$ cat src/rtl/rv32e_pkg.sv
// ---------------------------------------------------------------------------
// rv32e_pkg
// Shared types and constants for the rv32e instruction prefetch stage.
//   XLEN          : architectural register / address width
//   RV32E_NOP     : canonical NOP (addi x0, x0, 0), shown on an empty head
//   PC_STEP       : sequential fetch increment (one 32-bit word)
//   fetch_entry_t : one prefetch queue entry, {pc, instr}, pc in the MSBs
// ---------------------------------------------------------------------------
package rv32e_pkg;

  localparam int          XLEN      = 32;
  localparam logic [31:0] RV32E_NOP = 32'h0000_0013;
  localparam logic [31:0] PC_STEP   = 32'd4;

  typedef struct packed {
    logic [XLEN-1:0] pc;
    logic [XLEN-1:0] instr;
  } fetch_entry_t;

  // Redirect targets are forced onto a word boundary.
  function automatic logic [XLEN-1:0] align_pc(input logic [XLEN-1:0] pc);
    return {pc[XLEN-1:2], 2'b00};
  endfunction

endpackage

$ cat src/rtl/rv32e_sync_fifo.sv
// ---------------------------------------------------------------------------
// rv32e_sync_fifo
// Small synchronous FIFO with a combinational head read.
// Ports:
//   clk           in   rising-edge clock
//   reset         in   synchronous, active-low reset
//   push          in   write wdata this cycle (caller guarantees !full || pop)
//   pop           in   discard the head this cycle (caller guarantees !empty)
//   flush         in   empty the FIFO; overrides push and pop
//   wdata         in   WIDTH-bit entry to write
//   rdata         out  WIDTH-bit head entry (meaningless when empty)
//   count         out  number of stored entries, 0..DEPTH
//   full / empty  out  count == DEPTH / count == 0
// DEPTH must be a power of two so the pointers wrap naturally.
// Simultaneous push and pop is legal when full: the slot being written is
// the one being popped, and the head is read before the edge.
// ---------------------------------------------------------------------------
module rv32e_sync_fifo #(
  parameter int unsigned WIDTH = 64,
  parameter int unsigned DEPTH = 4,
  localparam int unsigned AW   = $clog2(DEPTH),
  localparam int unsigned CW   = AW + 1
) (
  input  logic             clk,
  input  logic             reset,
  input  logic             push,
  input  logic             pop,
  input  logic             flush,
  input  logic [WIDTH-1:0] wdata,
  output logic [WIDTH-1:0] rdata,
  output logic [CW-1:0]    count,
  output logic             full,
  output logic             empty
);

  logic [WIDTH-1:0] mem [DEPTH];
  logic [AW-1:0]    rd_ptr;
  logic [AW-1:0]    wr_ptr;
  logic             do_push;
  logic             do_pop;

  assign do_push = push && !flush;
  assign do_pop  = pop && !flush;

  always_ff @(posedge clk) begin
    if (!reset) begin
      rd_ptr <= '0;
      wr_ptr <= '0;
      count  <= '0;
    end else if (flush) begin
      rd_ptr <= '0;
      wr_ptr <= '0;
      count  <= '0;
    end else begin
      if (do_push) wr_ptr <= wr_ptr + AW'(1);
      if (do_pop)  rd_ptr <= rd_ptr + AW'(1);
      case ({do_push, do_pop})
        2'b10:   count <= count + CW'(1);
        2'b01:   count <= count - CW'(1);
        default: count <= count;
      endcase
    end
  end

  // Storage is not reset: entries are only observable through count.
  always_ff @(posedge clk) begin
    if (reset && do_push) mem[wr_ptr] <= wdata;
  end

  assign rdata = mem[rd_ptr];
  assign full  = (count == CW'(DEPTH));
  assign empty = (count == '0);

endmodule

$ cat src/rtl/rv32e_prefetch.sv
// ---------------------------------------------------------------------------
// rv32e_prefetch
// Instruction prefetch between the core fetch port and a combinational ROM.
// Owns fetch_pc, captures {pc, instr} pairs into a FIFO and hands them to
// decode. A redirect flushes the FIFO and restarts fetch at a new PC.
// Parameters: DEPTH (power of two, >= 2), RESET_PC (word aligned).
// Ports:
//   clk, reset (sync, active-low)
//   program_addr_bus  out  fetch address, always equal to fetch_pc
//   program_data_bus  in   ROM word for program_addr_bus, same cycle
//   redirect_valid/pc in   flush and restart at {redirect_pc[31:2], 2'b00}
//   instr_valid/data/pc out head of queue (NOP / 0 when not valid)
//   instr_ready       in   decode accepts the head this cycle
// Optional build macro RV32E_PREFETCH_STATS_EN adds stat_fetches (pushes)
// and stat_flushes (redirect cycles), 32-bit wrapping counters.
// Handshake: an entry transfers on any cycle with instr_valid && instr_ready;
// while instr_valid=1 and instr_ready=0 the head outputs hold steady.
// Fill state (EMPTY / PARTIAL / FULL) is implied by the FIFO count.
// ---------------------------------------------------------------------------
module rv32e_prefetch
  import rv32e_pkg::*;
#(
  parameter int unsigned DEPTH    = 4,
  parameter logic [31:0] RESET_PC = 32'h0000_0000
) (
  input  logic        clk,
  input  logic        reset,
  output logic [31:0] program_addr_bus,
  input  logic [31:0] program_data_bus,
  input  logic        redirect_valid,
  input  logic [31:0] redirect_pc,
  output logic        instr_valid,
  output logic [31:0] instr_data,
  output logic [31:0] instr_pc,
  input  logic        instr_ready
`ifdef RV32E_PREFETCH_STATS_EN
  ,
  output logic [31:0] stat_fetches,
  output logic [31:0] stat_flushes
`endif
);

  localparam int unsigned CW = $clog2(DEPTH) + 1;

  logic [31:0]  fetch_pc;
  logic         push;
  logic         pop;
  fetch_entry_t wr_entry;
  fetch_entry_t head;
  logic [CW-1:0] fifo_count;
  logic         fifo_full;
  logic         fifo_empty;
  logic         unused_bits;

  // Low PC bits of a redirect are dropped; the count is implied by the flags.
  assign unused_bits = ^{redirect_pc[1:0], fifo_count};

  assign pop  = instr_valid && instr_ready;
  // A pop frees the head slot in the same edge, so a full queue keeps fetching.
  assign push = !redirect_valid && (!fifo_full || pop);

  assign wr_entry = '{pc: fetch_pc, instr: program_data_bus};

  always_ff @(posedge clk) begin
    if (!reset) begin
      fetch_pc <= RESET_PC;
    end else if (redirect_valid) begin
      fetch_pc <= align_pc(redirect_pc);
    end else if (push) begin
      fetch_pc <= fetch_pc + PC_STEP;
    end
  end

  rv32e_sync_fifo #(
    .WIDTH ($bits(fetch_entry_t)),
    .DEPTH (DEPTH)
  ) u_fifo (
    .clk   (clk),
    .reset (reset),
    .push  (push),
    .pop   (pop),
    .flush (redirect_valid),
    .wdata (wr_entry),
    .rdata (head),
    .count (fifo_count),
    .full  (fifo_full),
    .empty (fifo_empty)
  );

  assign program_addr_bus = fetch_pc;
  assign instr_valid      = !fifo_empty;
  assign instr_data       = instr_valid ? head.instr : RV32E_NOP;
  assign instr_pc         = instr_valid ? head.pc    : 32'h0000_0000;

`ifdef RV32E_PREFETCH_STATS_EN
  always_ff @(posedge clk) begin
    if (!reset) begin
      stat_fetches <= '0;
      stat_flushes <= '0;
    end else begin
      if (push)           stat_fetches <= stat_fetches + 32'd1;
      if (redirect_valid) stat_flushes <= stat_flushes + 32'd1;
    end
  end
`endif

endmodule

$ cat config.mk
export PLATFORM = sky130hd
export DESIGN_NAME = rv32e_prefetch
export DESIGN_NICKNAME = d
export VERILOG_FILES = /design/src/rtl/rv32e_pkg.sv /design/src/rtl/rv32e_sync_fifo.sv /design/src/rtl/rv32e_prefetch.sv
export SDC_FILE = /design/constraint.sdc
export NUM_CORES = 1
export LEC_CHECK = 0
export CORE_ASPECT_RATIO = 0.9
export CORE_MARGIN = 5
export CORE_UTILIZATION = 55
export DETAILED_ROUTE_END_ITERATION = 12
export GPL_ROUTABILITY_DRIVEN = 1
export GPL_TIMING_DRIVEN = 0
export HOLD_SLACK_MARGIN = 0.15
export PLACE_DENSITY = 0.79
export SLEW_MARGIN = 20
export SYNTH_ARGS = -nofsm -noshare
export SYNTH_HDL_FRONTEND = slang
export SYNTH_HIERARCHICAL = 1
export SYNTH_SLANG_ARGS = --single-unit
export TNS_END_PERCENT = 50
$ cat constraint.sdc
create_clock -name clk -period 4.45 [get_ports clk]
set_clock_uncertainty 0.2 [all_clocks]
set_input_delay 0.6675 -clock clk [delete_from_list [all_inputs] [get_ports clk]]
set_output_delay 0.6675 -clock clk [all_outputs]
set_load 0.005 [all_outputs]
==> results.md <==
* Max capacitance violation total at 0
* H-tree depth at 1
* Worst EP arrival at 3.16 ns
* Power Internal at 0.00460 W
* Psw at 0.00120 W
* CP required at 3.58 ns
* Worst Hold Class: reg2reg
* P&R area growth vs syn at 25.2%
* Final Hold Fails at 0
* Fin. max-slew vios at 0
* Status: finished, final reports clean
* Yosys top cell area share at 63.8%
* Synth top area cells: edfxtp_1 64%, mux4_2 11%, dfxtp_1 6.5%, nor2b_1 3.4%, o21ai_0 1.1%
* Post-route setup TNS at 0 ns
* Most Crowded Layer GR: met2
* Leakage at 4.76 nW
* Die Ht at 150 um
* Starting Density at 55.8%
* Share of cells above drive strength 1 at 15.9%
* Post-Syn Area at 12000 sq um
* Clock Sinks at 295
* Gpl congestion at 0.876
* Setup crit start kind: flop
* Crit share post-route at 90.4%
* CTS root buffer: clkbuf_16
* Buffers on Ports at 160
* M2 GR Usage at 33.0%
* GRT Overall Usage at 20.4%
* Iter 0 DRT Violations at 627
* Async S/R FF share, synth at 0%
* Residual DRC at 0
* Top FF cell, synth: edfxtp_1
* Sequential power share at 53.8%
* I/O Pins at 165
* CTS Buf Count at 29
* Post-CTS Setup Bufs at 0
* Flops & latches, synth at 295
* Peak supply drop at 0.315 mV
* Crit Path Max Fanout at 10
* Initial antenna violation count at 0
* Vias in the first global route at 6975
* Grt met3 use at 4.12%
* Reg-to-Reg End: u_fifo/count[2]
* Clock Path Buffers at 3
* Core area at 21600 sq um
* # setup viols final at 0
* Register area share after synthesis at 70.3%
* DR pass1 iterations at 5
* Net count, final at 964
* Worst-margin pin slew at 0.948 ns
* Clk pwr share at 40.7%
* Critical Path Most Common Cell: clkbuf_1
* Post-synth EDFFs at 256
* Die width at 166 um
* Tot Pwr at 0.00580 W
* Sw Share at 20.6%
* Crit Path Class: reg2out
* Post-DR vias/cell at 5.80
* Cells after Synth at 685
* Critical path startpoint: u_fifo/count[2]
* Met1 GRT Util at 29.9%
* Worst setup endpoint: instr_data[30]
* Netlist cell types at 54
* Cell taking the most area after synthesis: edfxtp_1
* Critical R2R Launch: u_fifo/count[2]
* Pwr Density at 384 nW/um^2
* CTS tree: yes
* ANT cells at 0
* Clk slew on worst S/H paths at 0.06 ns
* Final HPWL DP at 16200 um
* Routed Wire Length at 25700 um
* Slew Limit Headroom at 36.8%
* Largest net degree at the start of global routing at 47
* Fmax at 249 MHz
* Skew-Pair Late Insertion Delay at 0.54 ns
* Comb pwr share at 5.5%
* YS warnings at 6
* Row count at 51
* Reg2reg setup slack at 1.27 ns
* Avg Inst Size Synth at 17.6 sq um
* Max stage delay on crit path at 0.76 ns
* RSZ-0062 raised after global routing: false
* Fin crit period at 4.02 ns
* Hold_buf cts at 0
* Via count at 6974
* Full die area at 25000 sq um
* Remaining antenna violation count at 0
* First-pass GRT wire length at 40100 um
* Crit-path cells: nor3_1 -> clkbuf_1 -> clkbuf_1 -> nor2b_1 -> clkdlybuf4s50_1
* CP max-delay cell: clkbuf_1
* Total grt overflow at 0
* Cells on worst reg2reg path at 11
* Resized cells post-CTS at 0
* Post-DR wirelength/cell at 21.4 um
* CP Capture Type: output pin
## state kept, by name, indices dropped and copies added (netlist names), named ones only
signal and count:
u_fifo/mem 256, program_addr_bus 30, u_fifo/count 3, u_fifo/rd_ptr 2, u_fifo/wr_ptr 2
## critical path: cells and delay by family, from the launching register on
kind                   cells  cell delay, ns
buffers and inverters      3            1.78
and+or+nand+nor            2            0.51
DFF                        1            0.33
## stage by stage
| step | area, sq um | util, % | hold slack (ns) | setup WS [ns] | std cells |
|---|---|---|---|---|---|
| floorplan | 12100 | - | 0.267 | 0.834 | 694 |
| CTS | 15100 | 69.9 | 0.310 | 0.415 | 1202 |
| global route | 15100 | 69.9 | 0.374 | 0.217 | 1202 |
| global placement | 14000 | 65.1 | 0.285 | -1.22 | 1145 |
| detailed placement | 14200 | 65.6 | 0.299 | 0.749 | 1149 |
| finish | 15100 | 69.9 | 0.318 | 0.426 | 1202 |
## layout make-up
type / count / area, sq um
Timing Repair Buffer: 164 / 1700
Clock inverter: 23 / 193
Inverter: 12 / 45.0
Multi-Input combinational cell: 348 / 3250
Clock buffer: 30 / 729
Tap cell: 291 / 364
Fill cell: 1465 / 6490
Buffer: 39 / 323
Sequential cell: 295 / 8470
## layer usage
layer  part of all wire [%]  wire length, um  vias to the layer above
li1                       -                -                     3134
met1                     43            11200                     3506
met2                     48            12200                      299
met3                    7.3             1890                       35
met4                    1.7              435                        0
met5                      0                0                        -
## kinds of logic (layout without fill, tap and decap cells)
| family | after synthesis | count (layout) | share of synthesized area [%] |
|---|---|---|---|
| other cells | 1 | 10 | 0.0311 |
| mux | 65 | 65 | 12.2 |
| buf+inv | 51 | 268 | 3.05 |
| flops | 295 | 295 | 70.3 |
| compound gates | 87 | 87 | 4.59 |
| simple gates | 166 | 166 | 8.11 |
| xor+xnor | 13 | 13 | 0.945 |
| fa+ha+maj | 7 | 7 | 0.789 |
## worst min path at each step
stage                     from               to  slack [ns]  cells after the start
2_1_floorplan  u_fifo/count[2]  u_fifo/count[2]        0.27                      2
3_3_place_gp   u_fifo/count[2]  u_fifo/count[2]        0.28                      2
3_5_place_dp   u_fifo/count[2]  u_fifo/count[2]        0.30                      2
4_1_cts        u_fifo/count[2]  u_fifo/count[2]        0.31                      2
5_1_grt        u_fifo/count[2]  u_fifo/count[2]        0.37                      2
6_report       u_fifo/count[2]  u_fifo/count[2]        0.32                      2
## synthesized netlist by cell type (2+ instances only)
library cell	instances
edfxtp_1	256
nor2b_1	65
mux4_2	60
dfxtp_1	39
o21ai_0	27
nand2_1	17
clkbuf_1	16
nor2_1	14
a21oi_1	13
a31oi_1	13
inv_1	12
nand3_1	12
a211oi_1	10
or4_1	10
xnor2_1	9
nand4_1	8
o31ai_1	8
or3_1	8
buf_2	7
and2_1	6
and3_1	6
buf_12	6
ha_1	6
nor3_1	5
clkbuf_8	4
mux4_1	4
o211ai_1	4
xor2_1	4
o311ai_0	3
or2_2	3
a311oi_1	2
and4_1	2
buf_4	2
nand2b_1	2
nor4_1	2
or3_2	2
## cells in the final DEF (no fill, tap or decap), types with 9 or more instances in the layout
cell             Yosys  routed
a211oi_1            10      10
a21oi_1             13      13
a31oi_1             13      13
clkbuf_1            16      17
clkbuf_16            0      29
clkdlybuf4s50_1      0     160
clkinv_2             0       9
conb_1               1      10
dfxtp_1             39      39
edfxtp_1           256     256
inv_1               12      12
mux4_2              60      60
nand2_1             17      17
nand3_1             12      12
nor2_1              14      14
nor2b_1             65      65
o21ai_0             27      27
or4_1               10      10
xnor2_1              9       9
## power by group through the flow
stage,clock network (W),logic (W),registers (W)
2_1_floorplan,0,0.000128,0.00316
3_3_place_gp,0,0.000310,0.00318
3_5_place_dp,0,0.000317,0.00318
4_1_cts,0.00241,0.000320,0.00312
5_1_grt,0.00253,0.000344,0.00312
6_report,0.00236,0.000317,0.00312
No activity file was read; power rests on OpenSTA's default activity.
